### src/rtl/hazard_fwd_unit.sv
// Hazard and forwarding controller for the 5-stage pipeline: operand forwarding
// selects, one-cycle load-use stall, branch flush and a saturating bubble counter.
module hazard_fwd_unit #(
    parameter int REG_ADDR_W = 5,
    parameter int CNT_W      = 32
) (
    input  logic                  clk,
    input  logic                  rst_n,
    input  logic [REG_ADDR_W-1:0] id_rs1,
    input  logic [REG_ADDR_W-1:0] id_rs2,
    input  logic [REG_ADDR_W-1:0] id_rd,
    input  logic                  id_uses_rs1,
    input  logic                  id_uses_rs2,
    input  logic                  id_reg_we,
    input  logic                  id_mem_rd,
    input  logic                  ex_br_taken,
    output logic [1:0]            fwd_sel_a,
    output logic [1:0]            fwd_sel_b,
    output logic                  stall_pc,
    output logic                  stall_ifid,
    output logic                  flush_ifid,
    output logic                  flush_idex,
    output logic [CNT_W-1:0]      bubble_cnt
);

    typedef struct packed {
        logic                  valid;
        logic [REG_ADDR_W-1:0] rs1;
        logic [REG_ADDR_W-1:0] rs2;
        logic                  use1;
        logic                  use2;
        logic [REG_ADDR_W-1:0] rd;
        logic                  we;
        logic                  mrd;
    } ex_meta_t;

    typedef struct packed {
        logic                  valid;
        logic [REG_ADDR_W-1:0] rd;
        logic                  we;
        logic                  mrd;
    } mem_meta_t;

    typedef struct packed {
        logic                  valid;
        logic [REG_ADDR_W-1:0] rd;
        logic                  we;
    } wb_meta_t;

    ex_meta_t  ex_q;
    mem_meta_t mem_q;
    wb_meta_t  wb_q;

    logic ex_prod;
    logic mem_prod;
    logic wb_prod;
    logic load_use;
    logic branch;

    // x0 is hardwired, so a write to it never produces a value worth forwarding
    assign ex_prod  = ex_q.valid  & ex_q.we  & (ex_q.rd  != '0);
    assign mem_prod = mem_q.valid & mem_q.we & (mem_q.rd != '0);
    assign wb_prod  = wb_q.valid  & wb_q.we  & (wb_q.rd  != '0);

    assign load_use = ex_prod & ex_q.mrd &
                      ((id_uses_rs1 & (id_rs1 == ex_q.rd)) |
                       (id_uses_rs2 & (id_rs2 == ex_q.rd)));

    // Branch input is gated so every output reads 0 while reset is held
    assign branch = ex_br_taken & rst_n;

    always_comb begin
        flush_ifid = branch;
        flush_idex = branch | load_use;
        stall_pc   = load_use & ~branch;
        stall_ifid = load_use & ~branch;
    end

    always_comb begin
        fwd_sel_a = 2'd0;
        fwd_sel_b = 2'd0;
        if (ex_q.use1 && mem_prod && !mem_q.mrd && (mem_q.rd == ex_q.rs1)) begin
            fwd_sel_a = 2'd1;
        end else if (ex_q.use1 && wb_prod && (wb_q.rd == ex_q.rs1)) begin
            fwd_sel_a = 2'd2;
        end
        if (ex_q.use2 && mem_prod && !mem_q.mrd && (mem_q.rd == ex_q.rs2)) begin
            fwd_sel_b = 2'd1;
        end else if (ex_q.use2 && wb_prod && (wb_q.rd == ex_q.rs2)) begin
            fwd_sel_b = 2'd2;
        end
    end

    always_ff @(posedge clk or negedge rst_n) begin
        if (!rst_n) begin
            ex_q  <= '0;
            mem_q <= '0;
            wb_q  <= '0;
        end else begin
            wb_q.valid  <= mem_q.valid;
            wb_q.rd     <= mem_q.rd;
            wb_q.we     <= mem_q.we;
            mem_q.valid <= ex_q.valid;
            mem_q.rd    <= ex_q.rd;
            mem_q.we    <= ex_q.we;
            mem_q.mrd   <= ex_q.mrd;
            // A bubble also clears its use bits so it can never select a forward
            if (flush_idex) begin
                ex_q <= '0;
            end else begin
                ex_q.valid <= 1'b1;
                ex_q.rs1   <= id_rs1;
                ex_q.rs2   <= id_rs2;
                ex_q.use1  <= id_uses_rs1;
                ex_q.use2  <= id_uses_rs2;
                ex_q.rd    <= id_rd;
                ex_q.we    <= id_reg_we;
                ex_q.mrd   <= id_mem_rd;
            end
        end
    end

    always_ff @(posedge clk or negedge rst_n) begin
        if (!rst_n) begin
            bubble_cnt <= '0;
        end else if ((stall_pc | flush_idex) && (bubble_cnt != '1)) begin
            bubble_cnt <= bubble_cnt + CNT_W'(1);
        end
    end

endmodule
### config.mk
export PLATFORM = sky130hd
export DESIGN_NAME = hazard_fwd_unit
export DESIGN_NICKNAME = d
export VERILOG_FILES = /design/src/rtl/hazard_fwd_unit.sv
export SDC_FILE = /design/constraint.sdc
export NUM_CORES = 1
export LEC_CHECK = 0
export CORE_ASPECT_RATIO = 1.75
export CORE_MARGIN = 3
export CORE_UTILIZATION = 55
export CTS_BUF_LIST = sky130_fd_sc_hd__clkbuf_8 sky130_fd_sc_hd__clkbuf_16
export CTS_CLUSTER_DIAMETER = 30
export CTS_CLUSTER_SIZE = 40
export DETAILED_ROUTE_END_ITERATION = 12
export PLACE_DENSITY = 0.92
export SLEW_MARGIN = 30
export SYNTH_ARGS = -nofsm -noshare
export SYNTH_HDL_FRONTEND = slang
export SYNTH_SLANG_ARGS = --single-unit
### constraint.sdc
create_clock -name clk -period 6.75 [get_ports clk]
set_input_delay 2.025 -clock clk [delete_from_list [all_inputs] [get_ports clk]]
set_output_delay 2.025 -clock clk [all_outputs]
set_load 0.05 [all_outputs]
==> run_summary.xml, run 1 <==
<?xml version="1.0" encoding="UTF-8"?>
<metrics>
  <group name="status">
    <metric name="result_of_the_run" unit="">complete, no violations</metric>
  </group>
  <group name="clock_network">
    <metric name="post_cts_resize_count" unit="">0</metric>
    <metric name="cts_root_buffer" unit="">sky130_fd_sc_hd__clkbuf_8</metric>
    <metric name="cts_buffer_depth" unit="">2</metric>
    <metric name="insertion_delay" unit="ns">0.34</metric>
    <metric name="inserted_clock_buffers" unit="">9</metric>
    <metric name="path_clk_slew" unit="ns">0.07</metric>
    <metric name="post-cts-setup-buffer-count" unit="">0</metric>
    <metric name="cts_tree" unit="">yes</metric>
    <metric name="cts_htree_levels" unit="">3</metric>
    <metric name="cts_sinks" unit="">67</metric>
    <metric name="post_cts_hold_buffers" unit="">0</metric>
  </group>
  <group name="timing">
    <metric name="finalHoldViolations" unit="">0</metric>
    <metric name="fmax" unit="MHz">163.3</metric>
    <metric name="clock-skew-final" unit="ns">0.005634</metric>
    <metric name="timing.final.ws_setup" unit="ns">0.6257</metric>
    <metric name="final-max-slew-violation-count" unit="">0</metric>
    <metric name="finalHoldWorstSlack" unit="ns">0.3743</metric>
    <metric name="period_share" unit="%">90.73</metric>
    <metric name="maxSlewHeadroom" unit="%">46.30</metric>
    <metric name="setup_repair_after_global_routing_missed_its_margin" unit="">no</metric>
    <metric name="final_period_minus_worst_setup_slack" unit="ns">6.124</metric>
    <metric name="totalNegativeSetupSlack" unit="ns">0</metric>
    <metric name="setup_viol" unit="">0</metric>
    <metric name="worstMarginPinSlew" unit="ns">0.8055</metric>
  </group>
  <group name="logic_synthesis">
    <metric name="synth_warnings" unit="">0</metric>
    <metric name="syn-mean-instance-area" unit="um^2">11.12</metric>
    <metric name="synth_fp_nets" unit="">295</metric>
    <metric name="mappedNetlistArea" unit="mm^2">0.003024</metric>
    <metric name="synthCells" unit="">272</metric>
    <metric name="ys_types" unit="">34</metric>
    <metric name="cell_taking_the_most_area_after_synthesis" unit="">sky130_fd_sc_hd__dfrtp_1</metric>
    <metric name="ys_top_cells_by_area" unit="">sky130_fd_sc_hd__dfrtp_1 (55%), sky130_fd_sc_hd__xor2_1 (12%), sky130_fd_sc_hd__xnor2_1 (5.5%)</metric>
    <metric name="synth.ff_latch_count" unit="">67</metric>
    <metric name="synth_top_area_share" unit="%">55.44</metric>
    <metric name="synth-seq-area-share" unit="%">55.44</metric>
  </group>
  <group name="route">
    <metric name="detailroute.wirelength.met2" unit="um">3890</metric>
    <metric name="maxUsedRoutingLayer" unit="">met4</metric>
    <metric name="drt_first_iter_violations" unit="">64</metric>
    <metric name="viasPerCell" unit="">5.331</metric>
    <metric name="antenna_violating_nets_post_route" unit="">0</metric>
    <metric name="remaining_drc_errors" unit="">0</metric>
    <metric name="detail_route.wirelength.met1" unit="um">2426</metric>
    <metric name="drtPass1Iterations" unit="">4</metric>
    <metric name="met3_wirelength" unit="um">312</metric>
    <metric name="drt-wirelength-per-cell" unit="um">16.20</metric>
    <metric name="routed_wl" unit="um">6754</metric>
    <metric name="routed-via-count" unit="">2223</metric>
  </group>
  <group name="die">
    <metric name="initial_core_util" unit="%">57.07</metric>
    <metric name="die_h" unit="um">104.1</metric>
    <metric name="die_w" unit="um">62.06</metric>
    <metric name="ioPinCount" unit="">62</metric>
    <metric name="num_rows" unit="">35</metric>
    <metric name="core_area" unit="mm^2">0.005299</metric>
    <metric name="floorplan.die_area" unit="mm^2">0.006460</metric>
  </group>
  <group name="run">
    <metric name="maximum_capacitance_violations" unit="">0</metric>
  </group>
  <group name="critical_path">
    <metric name="crit-reg2reg-launch" unit="">bubble_cnt[0]$_DFFE_PN0P_</metric>
    <metric name="crit-reg2reg-capture" unit="">bubble_cnt[1]$_DFFE_PN0P_</metric>
    <metric name="crit_path_start_kind" unit="">input pin</metric>
    <metric name="crit_path_max_fanout" unit="">2</metric>
    <metric name="setup.reg_to_reg.worst_slack" unit="ns">4.08</metric>
    <metric name="critical_path.startpoint" unit="">id_rs1[1]</metric>
    <metric name="timing.critical_path.to_type" unit="">output pin</metric>
    <metric name="path_class" unit="">input pin to output pin</metric>
    <metric name="r2r_cells" unit="">6</metric>
    <metric name="required" unit="ns">4.72</metric>
    <metric name="cp_data_arrival_time" unit="ns">4.10</metric>
    <metric name="critPathCapture" unit="">stall_ifid</metric>
  </group>
  <group name="global_routing">
    <metric name="grt_pass1_vias" unit="">2335</metric>
    <metric name="grt_overflow" unit="">0</metric>
    <metric name="antenna_violations_before_repair" unit="">0</metric>
    <metric name="grt_max_degree" unit="">68</metric>
    <metric name="grt_first_pass_wirelength" unit="um">10670</metric>
    <metric name="grt.total_usage" unit="%">22.60</metric>
  </group>
  <group name="hold_path">
    <metric name="worst_min_delay_path_category" unit="">flop to flop</metric>
    <metric name="min_delay_path_depth" unit="">0</metric>
  </group>
  <group name="cells_and_area">
    <metric name="regArea" unit="mm^2">0.001677</metric>
    <metric name="fillerInstances" unit="">354</metric>
    <metric name="multi_input_comb_area" unit="mm^2">0.001271</metric>
    <metric name="antenna-diode-count" unit="">0</metric>
    <metric name="area_growth_syn_to_layout" unit="%">28.80</metric>
    <metric name="design.final.nets" unit="">361</metric>
    <metric name="drive_above_1_share" unit="%">7.580</metric>
  </group>
  <group name="placement">
    <metric name="dpl.hpwl" unit="um">4966</metric>
    <metric name="gpl.final_weighted_congestion" unit="">0.7628</metric>
    <metric name="place_worst_setup_slack" unit="ns">0.6206</metric>
    <metric name="buffer_ports.inserted" unit="">61</metric>
  </group>
  <group name="power">
    <metric name="ir_worst_vdd" unit="V">0.0002425</metric>
    <metric name="power_density" unit="mW/mm^2">249.3</metric>
    <metric name="leakage" unit="nW">1.786</metric>
  </group>
</metrics>
worst min path at each step:
stage                       start                  to  slack, ns
3_3_place_gp   mem_q[7]$_DFF_PN0_   wb_q[6]$_DFF_PN0_       0.36
4_1_cts        ex_q[19]$_DFF_PN0_  mem_q[7]$_DFF_PN0_       0.37
2_1_floorplan   ex_q[1]$_DFF_PN0_  mem_q[1]$_DFF_PN0_       0.35
5_1_grt        ex_q[19]$_DFF_PN0_  mem_q[7]$_DFF_PN0_       0.38
6_report       mem_q[1]$_DFF_PN0_   wb_q[0]$_DFF_PN0_       0.37
3_5_place_dp   mem_q[1]$_DFF_PN0_   wb_q[0]$_DFF_PN0_       0.36
report_power, final:
part,internal [mW],switching [mW],total [mW]
combinational,0.0615,0.0904,0.152
sequential,0.427,0.0310,0.458
clock,0.207,0.154,0.361
stage by stage:
stage,util (%),instances,area [um^2],power (mW)
after floorplan,-,272,3024,0.5524
after global placement,69.40,401,3677,0.6124
after detailed placement,69.40,401,3677,0.6179
after CTS,73.51,417,3895,0.9788
after global routing,73.51,417,3895,1.010
final,73.51,417,3895,0.9711
layer usage:
layer | vias up | global-route usage [%]
met4 | 0 | 7.436
met2 | 61 | 40.21
met5 | - | 0
met3 | 9 | 6.211
li1 | 1047 | -
met1 | 1106 | 24.14
synthesized netlist by cell type:
library cell	count
sky130_fd_sc_hd__buf_4	1
sky130_fd_sc_hd__nand4_1	10
sky130_fd_sc_hd__o22ai_1	1
sky130_fd_sc_hd__ha_1	1
sky130_fd_sc_hd__o21ai_0	1
sky130_fd_sc_hd__o32a_1	1
sky130_fd_sc_hd__mux2_1	1
sky130_fd_sc_hd__and3_1	7
sky130_fd_sc_hd__o221ai_1	1
sky130_fd_sc_hd__or2_2	1
sky130_fd_sc_hd__xnor2_1	19
sky130_fd_sc_hd__nor2_1	17
sky130_fd_sc_hd__xor2_1	42
sky130_fd_sc_hd__and4_1	1
sky130_fd_sc_hd__nand2b_1	1
sky130_fd_sc_hd__or4_1	2
sky130_fd_sc_hd__a21oi_1	2
sky130_fd_sc_hd__nor3_2	3
sky130_fd_sc_hd__and2_1	21
sky130_fd_sc_hd__or3_1	1
sky130_fd_sc_hd__buf_2	1
sky130_fd_sc_hd__nand3_2	1
sky130_fd_sc_hd__buf_1	1
sky130_fd_sc_hd__nand3_1	15
sky130_fd_sc_hd__inv_1	5
sky130_fd_sc_hd__nor4_1	8
sky130_fd_sc_hd__clkbuf_1	2
sky130_fd_sc_hd__or4_4	1
sky130_fd_sc_hd__buf_6	3
sky130_fd_sc_hd__o311a_1	1
sky130_fd_sc_hd__nor3_1	13
sky130_fd_sc_hd__nand2_1	19
sky130_fd_sc_hd__dfrtp_1	67
sky130_fd_sc_hd__nand2_2	1
state kept, by name, summed over array words and instances, names as in the netlist:
name / count
ex_q: 20
wb_q: 7
bubble_cnt: 32
mem_q: 8
placed cells by master, fill, tap and decap left out, types with 2 or more instances in the layout:
cell type                         count
sky130_fd_sc_hd__nor2_1              17
sky130_fd_sc_hd__and3_1               7
sky130_fd_sc_hd__nor3_2               3
sky130_fd_sc_hd__inv_1                6
sky130_fd_sc_hd__buf_4                3
sky130_fd_sc_hd__xnor2_1             19
sky130_fd_sc_hd__clkbuf_8             9
sky130_fd_sc_hd__clkinv_4             2
sky130_fd_sc_hd__nor4_1               8
sky130_fd_sc_hd__nand2_1             19
sky130_fd_sc_hd__and2_1              21
sky130_fd_sc_hd__bufinv_16            2
sky130_fd_sc_hd__nor3_1              13
sky130_fd_sc_hd__or4_1                2
sky130_fd_sc_hd__xor2_1              42
sky130_fd_sc_hd__nand3_1             15
sky130_fd_sc_hd__nand4_1             10
sky130_fd_sc_hd__dfrtp_1             67
sky130_fd_sc_hd__clkdlybuf4s50_1     59
sky130_fd_sc_hd__a21oi_1              2
cell families (layout without fill, tap and decap cells):
| family | Yosys count | count (layout) | share of synthesized area [%] |
|---|---|---|---|
| simple gates | 122 | 122 | 21.93 |
| flops | 67 | 67 | 55.44 |
| xor+xnor | 61 | 61 | 17.67 |
| buf+inv | 13 | 84 | 2.524 |
| compound gates | 7 | 7 | 1.655 |
| fa+ha+maj | 1 | 1 | 0.4137 |
| mux | 1 | 1 | 0.3723 |
layout make-up:
| type | count | share of cell area, % |
|---|---|---|
| Sequential cell | 67 | 43.05 |
| Multi-Input combinational cell | 192 | 32.64 |
| Timing Repair Buffer | 63 | 15.87 |
| Clock buffer | 9 | 3.180 |
| Clock inverter | 7 | 2.409 |
| Tap cell | 74 | 2.377 |
| Inverter | 5 | 0.4818 |
worst max-delay path: stages:
cell,delay [ns]
sky130_fd_sc_hd__clkdlybuf4s50_1,0.52
sky130_fd_sc_hd__xnor2_1,0.14
sky130_fd_sc_hd__nand4_1,0.13
sky130_fd_sc_hd__o22ai_1,0.22
sky130_fd_sc_hd__nand2_1,0.07
sky130_fd_sc_hd__nor2_1,0.16
sky130_fd_sc_hd__clkdlybuf4s50_1,0.83
(Power assumes the default switching activity.)
==> run 2, diff against run 1 <==
--- a/config.mk
+++ b/config.mk
@@ -5,9 +5,11 @@
 export SDC_FILE = /design/constraint.sdc
 export NUM_CORES = 1
 export LEC_CHECK = 0
-export CORE_ASPECT_RATIO = 1.75
+export CELL_PAD_IN_SITES_DETAIL_PLACEMENT = 1
+export CELL_PAD_IN_SITES_GLOBAL_PLACEMENT = 1
+export CORE_ASPECT_RATIO = 0.6
 export CORE_MARGIN = 3
-export CORE_UTILIZATION = 55
+export CORE_UTILIZATION = 43
 export CTS_BUF_LIST = sky130_fd_sc_hd__clkbuf_8 sky130_fd_sc_hd__clkbuf_16
 export CTS_CLUSTER_DIAMETER = 30
 export CTS_CLUSTER_SIZE = 40
==> run 2 against run 1 <==
  * Clock power increased by 28%
  * First-iteration DRC count increased to 2.6 times the previous value
  * Register-to-register slack got worse by 0.10 ns
  * Via count up 4.5%
  * Sequential share of layout area fell by 1.0 points
  * Global-route usage grew 1.1 points
  * Critical path depth unchanged
  * Die area rose by 26%
  * Flip-flop and latch count unchanged
  * Critical path type unchanged
  * Largest power group unchanged
==> run_summary.xml, run 2 (same netlist as run 1, synthesis figures left out) <==
<?xml version="1.0" encoding="UTF-8"?>
<metrics>
  <group name="clock_network">
    <metric name="post_cts_hold_buffers" unit="">0</metric>
    <metric name="cts_buffer_depth" unit="">2</metric>
    <metric name="cts_tree" unit="">yes</metric>
    <metric name="insertion_delay" unit="ns">0.33</metric>
    <metric name="post_cts_resize_count" unit="">0</metric>
    <metric name="cts_sinks" unit="">67</metric>
    <metric name="cts_htree_levels" unit="">3</metric>
    <metric name="cts_root_buffer" unit="">sky130_fd_sc_hd__clkbuf_16</metric>
    <metric name="inserted_clock_buffers" unit="">9</metric>
    <metric name="post-cts-setup-buffer-count" unit="">0</metric>
    <metric name="path_clk_slew" unit="ns">0.05</metric>
  </group>
  <group name="timing">
    <metric name="totalNegativeSetupSlack" unit="ns">0</metric>
    <metric name="setup_repair_after_global_routing_missed_its_margin" unit="">no</metric>
    <metric name="fmax" unit="MHz">160.4</metric>
    <metric name="timing.final.ws_setup" unit="ns">0.5140</metric>
    <metric name="worstMarginPinSlew" unit="ns">0.8542</metric>
    <metric name="finalHoldViolations" unit="">0</metric>
    <metric name="setup_viol" unit="">0</metric>
    <metric name="final-max-slew-violation-count" unit="">0</metric>
    <metric name="period_share" unit="%">92.38</metric>
    <metric name="maxSlewHeadroom" unit="%">43.05</metric>
    <metric name="clock-skew-final" unit="ns">0.006210</metric>
    <metric name="final_period_minus_worst_setup_slack" unit="ns">6.236</metric>
  </group>
  <group name="route">
    <metric name="remaining_drc_errors" unit="">0</metric>
    <metric name="drt-wirelength-per-cell" unit="um">20.72</metric>
    <metric name="viasPerCell" unit="">5.443</metric>
    <metric name="drtPass1Iterations" unit="">4</metric>
    <metric name="routed_wl" unit="um">8846</metric>
    <metric name="drt_first_iter_violations" unit="">169</metric>
    <metric name="routed-via-count" unit="">2324</metric>
    <metric name="antenna_violating_nets_post_route" unit="">0</metric>
  </group>
  <group name="global_routing">
    <metric name="antenna_violations_before_repair" unit="">0</metric>
    <metric name="grt_max_degree" unit="">68</metric>
    <metric name="grt_pass1_vias" unit="">2641</metric>
    <metric name="grt_overflow" unit="">0</metric>
    <metric name="grt.total_usage" unit="%">23.71</metric>
    <metric name="grt_first_pass_wirelength" unit="um">14690</metric>
  </group>
  <group name="die">
    <metric name="ioPinCount" unit="">62</metric>
    <metric name="floorplan.die_area" unit="mm^2">0.008108</metric>
    <metric name="initial_core_util" unit="%">46.95</metric>
    <metric name="die_w" unit="um">114.3</metric>
    <metric name="core_area" unit="mm^2">0.006441</metric>
    <metric name="die_h" unit="um">70.96</metric>
    <metric name="num_rows" unit="">22</metric>
  </group>
  <group name="critical_path">
    <metric name="timing.critical_path.to_type" unit="">output pin</metric>
    <metric name="path_class" unit="">input pin to output pin</metric>
    <metric name="critical_path.slowest_cell" unit="">sky130_fd_sc_hd__clkdlybuf4s50_1</metric>
    <metric name="required" unit="ns">4.72</metric>
    <metric name="critical_path.n_buffers_inverters" unit="">2</metric>
    <metric name="cp_data_arrival_time" unit="ns">4.21</metric>
    <metric name="top_cell_family_by_delay_on_the_critical_path" unit="">buffers and inverters</metric>
    <metric name="crit_path_start_kind" unit="">input pin</metric>
    <metric name="crit_top_cell" unit="">sky130_fd_sc_hd__clkdlybuf4s50_1</metric>
    <metric name="crit_path_max_fanout" unit="">2</metric>
    <metric name="path_cells" unit="">clkdlybuf4s50_1 -&gt; xnor2_1 -&gt; nand4_1 -&gt; o22ai_1 -&gt; nand2_1 -&gt; nor2_1 -&gt; clkdlybuf4s50_1</metric>
    <metric name="critPathMaxStageDelay" unit="ns">0.84</metric>
  </group>
  <group name="cells_and_area">
    <metric name="flip_flop_count_of_the_largest_register_after_layout" unit="">32</metric>
    <metric name="post-route-util" unit="%">61.93</metric>
    <metric name="multi_input_comb_area" unit="mm^2">0.001271</metric>
    <metric name="design.final.nets" unit="">361</metric>
    <metric name="layout_top_registers" unit="">bubble_cnt: 32 flops, ex_q: 20 flops, mem_q: 8 flops</metric>
    <metric name="layout_commonest_cell" unit="">sky130_fd_sc_hd__dfrtp_1</metric>
    <metric name="area_growth_syn_to_layout" unit="%">31.90</metric>
    <metric name="top_register" unit="">bubble_cnt</metric>
    <metric name="regArea" unit="mm^2">0.001677</metric>
    <metric name="antenna-diode-count" unit="">0</metric>
    <metric name="most_used_cells_in_the_layout_excluding_fill_and_tap_cells" unit="">sky130_fd_sc_hd__dfrtp_1 (67), sky130_fd_sc_hd__clkdlybuf4s50_1 (60), sky130_fd_sc_hd__xor2_1 (42), sky130_fd_sc_hd__and2_1 (21)</metric>
    <metric name="fillerInstances" unit="">692</metric>
    <metric name="drive_above_1_share" unit="%">6.997</metric>
  </group>
  <group name="placement">
    <metric name="gpl.final_weighted_congestion" unit="">0.8603</metric>
    <metric name="buffer_ports.inserted" unit="">61</metric>
    <metric name="place_worst_setup_slack" unit="ns">0.6147</metric>
    <metric name="dpl.hpwl" unit="um">5751</metric>
  </group>
  <group name="power">
    <metric name="share_clk_of_total_power" unit="%">42.7</metric>
    <metric name="combinationalPowerShare" unit="%">14.3</metric>
    <metric name="sequentialPowerShare" unit="%">43.0</metric>
    <metric name="leakage" unit="nW">1.821</metric>
    <metric name="post-layout-total-power" unit="mW">1.082</metric>
    <metric name="switch_share" unit="%">27.80</metric>
    <metric name="power_density" unit="mW/mm^2">271.3</metric>
    <metric name="ir_worst_vdd" unit="V">0.0002759</metric>
    <metric name="cellInternalPower" unit="uW">781.3</metric>
    <metric name="switchingPower" unit="uW">300.8</metric>
  </group>
  <group name="run">
    <metric name="maximum_capacitance_violations" unit="">0</metric>
  </group>
  <group name="hold_path">
    <metric name="worst_min_delay_path_category" unit="">flop to flop</metric>
  </group>
  <group name="status">
    <metric name="result_of_the_run" unit="">complete, no violations</metric>
  </group>
</metrics>
==> run 2: changes by cell type in the layout (fill, tap and decap cells not counted) <==
cell,change
sky130_fd_sc_hd__bufinv_16,-1
sky130_fd_sc_hd__clkbuf_8,-8
sky130_fd_sc_hd__clkinv_4,-2
sky130_fd_sc_hd__clkinvlp_4,+1
sky130_fd_sc_hd__inv_1,+1
sky130_fd_sc_hd__clkdlybuf4s50_1,+1
sky130_fd_sc_hd__buf_4,-1
sky130_fd_sc_hd__clkbuf_16,+9
==> run 2: power groups by stage <==
| stage | Sequential (mW) | Clock, mW | Combinational, mW |
|---|---|---|---|
| after floorplan | 0.501 | 0 | 0.0518 |
| after global placement | 0.468 | 0 | 0.147 |
| after detailed placement | 0.469 | 0 | 0.151 |
| after CTS | 0.464 | 0.470 | 0.156 |
| after global routing | 0.469 | 0.487 | 0.165 |
| final | 0.465 | 0.462 | 0.155 |
==> run 2: layout make-up <==
cell class / count / area share (%)
clock inverter: 6 / 1.443
clock buffer: 10 / 5.991
tap: 84 / 2.635
sequential: 67 / 42.03
timing repair buffer: 63 / 15.56
multi-input combinational: 192 / 31.87
inverter: 5 / 0.4705
==> run 2: final timing paths <==
path / from / end / slack, ns / cells past startpoint
max in group asynchronous: rst_n / bubble_cnt[25]$_DFFE_PN0P_ / 4.27 / 2
min in group asynchronous: rst_n / ex_q[5]$_DFF_PN0_ / 1.92 / 2
hold reg to reg: ex_q[0]$_DFF_PN0_ / mem_q[0]$_DFF_PN0_ / 0.37 / 0
setup / recovery: id_rs1[2] / stall_pc / 0.51 / 7
hold / removal: ex_q[0]$_DFF_PN0_ / mem_q[0]$_DFF_PN0_ / 0.37 / 0
setup reg to reg: bubble_cnt[0]$_DFFE_PN0P_ / bubble_cnt[22]$_DFFE_PN0P_ / 3.98 / 7
==> run 2: through the flow <==
step / cell area (um^2) / instances / hold WS [ns]
after floorplan: 3024 / 272 / 0.3533
after global placement: 3692 / 411 / 0.3607
after detailed placement: 3692 / 411 / 0.3627
after CTS: 3989 / 427 / 0.3779
after global routing: 3989 / 427 / 0.4002
final: 3989 / 427 / 0.3734
==> run 2: per-layer routing <==
metal  part of all wire [%]  track usage (%)  vias to the layer above
li1                       -                -                     1058
met1                     48            34.00                     1180
met2                     45            34.63                       67
met3                    5.2            8.034                       19
met4                    1.5            5.929                        0
met5                      0                0                        -
==> patch (config.mk and constraints of run 1) <==
The parameter `CNT_W` goes from 32 to 16.
--- a/src/rtl/hazard_fwd_unit.sv
+++ b/src/rtl/hazard_fwd_unit.sv
@@ -3,5 +3,5 @@
 module hazard_fwd_unit #(
     parameter int REG_ADDR_W = 5,
-    parameter int CNT_W      = 32
+    parameter int CNT_W      = 16
 ) (
     input  logic                  clk,
Ports: changed (resized bubble_cnt); port bits go from 62 to 46. The function was not compared with the original's and may differ.
==> patch against run 1 <==
Routed wire length shrank 29%; critical path depth shrank 1; worst setup slack gained 230 ps; global-route usage shrank 0.80 points; clock skew grew 3.4 ps; power shrank 19%; area after synthesis shrank 25%; cell area shrank 26%; sequential cell count shrank 16; largest cell class unchanged.
==> patch: results (changes against run 1) <==
Status - finished clean
Multi-input gates - 127 (-34%)
Synth cell types - 38 (+12%)
Combinational power - 199 µW (+31%)
Non-clk invs - 2 (-3)
NumNets Final - 257 (-29%)
Clock-cell share - 3.93% (-1.7 points)
Peak VDD IR - 0.324 mV (+34%)
FF+latch count - 51 (-24%)
Worst endpoint data arrival time - 3870 ps (-230 ps)
Sw frac - 33.5% (+5.1 points)
WL final - 4820 µm (-29%)
DP Worst Slack - 847 ps (+226 ps)
CP max-delay cell - nor4_1
RePlAce Congestion - 0.715 (-6.3%)
Largest fanout on the critical path - 4 (+2)
Wire length per cell - 17.0 µm (+5.2%)
Non-clk buf share - 15.8% (-0.068 points)
Repair and plain buffers - 47 (-25%)
Area of the multi-input gates - 957 µm² (-25%)
Mapped cell area - 2270 µm² (-25%)
Clk_skew - 8.99 ps (+3.36 ps)
CP delay by family, top - simple AND/OR/NAND/NOR gates
CLK BUF - 5 (-4)
Fillers - 288 (-19%)
Regs by FF count - ex_q: 20 flops, bubble_cnt: 16 flops, mem_q: 8 flops
DR vias - 1,571 (-29%)
Placed Area - 2750 µm² (-25%)
Mapped Cells - 184 (-32%)
Vias in the first global route - 1,682 (-28%)
Power Clock - 213 µW (-41%)
Post-synth top cells - 51 x dfrtp_1, 25 x xor2_1, 21 x and2_1, 13 x xnor2_1
Initial drt markers - 25 (-61%)
Syn_nets - 207 (-30%)
Number of port buffers - 45 (-26%)
Sequential fraction of the synthesis area - 56.2% (+0.79 points)
patch: path summary, 6_finish.rpt:
| path | slack (ps) | cells after the start | end |
|---|---|---|---|
| setup reg to reg | 4170 | 6 | bubble_cnt[5] |
| max in group asynchronous | 4480 | 2 | ex_q[12] |
| hold / removal | 390 | 0 | wb_q[0] |
| hold reg to reg | 390 | 0 | wb_q[0] |
| min in group asynchronous | 1860 | 2 | ex_q[9] |
| setup / recovery | 860 | 6 | stall_pc |
patch: cell families after synthesis:
family	after synthesis	share of synthesized area, %
xor+xnor	39	15.4
simple gates	68	18.3
flops	51	56.2
buf+inv	6	1.60
fa+ha+maj	1	0.551
mux	3	1.49
compound gates	16	6.45
patch: routing by layer:
layer | routed length [µm] | share of wire [%] | track usage, % | up-vias
li1 | - | - | - | 736
met1 | 1810 | 38 | 24.2 | 774
met2 | 2680 | 56 | 38.1 | 49
met3 | 175 | 3.6 | 3.45 | 12
met4 | 154 | 3.2 | 10.2 | 0
met5 | 0 | 0 | 0 | -
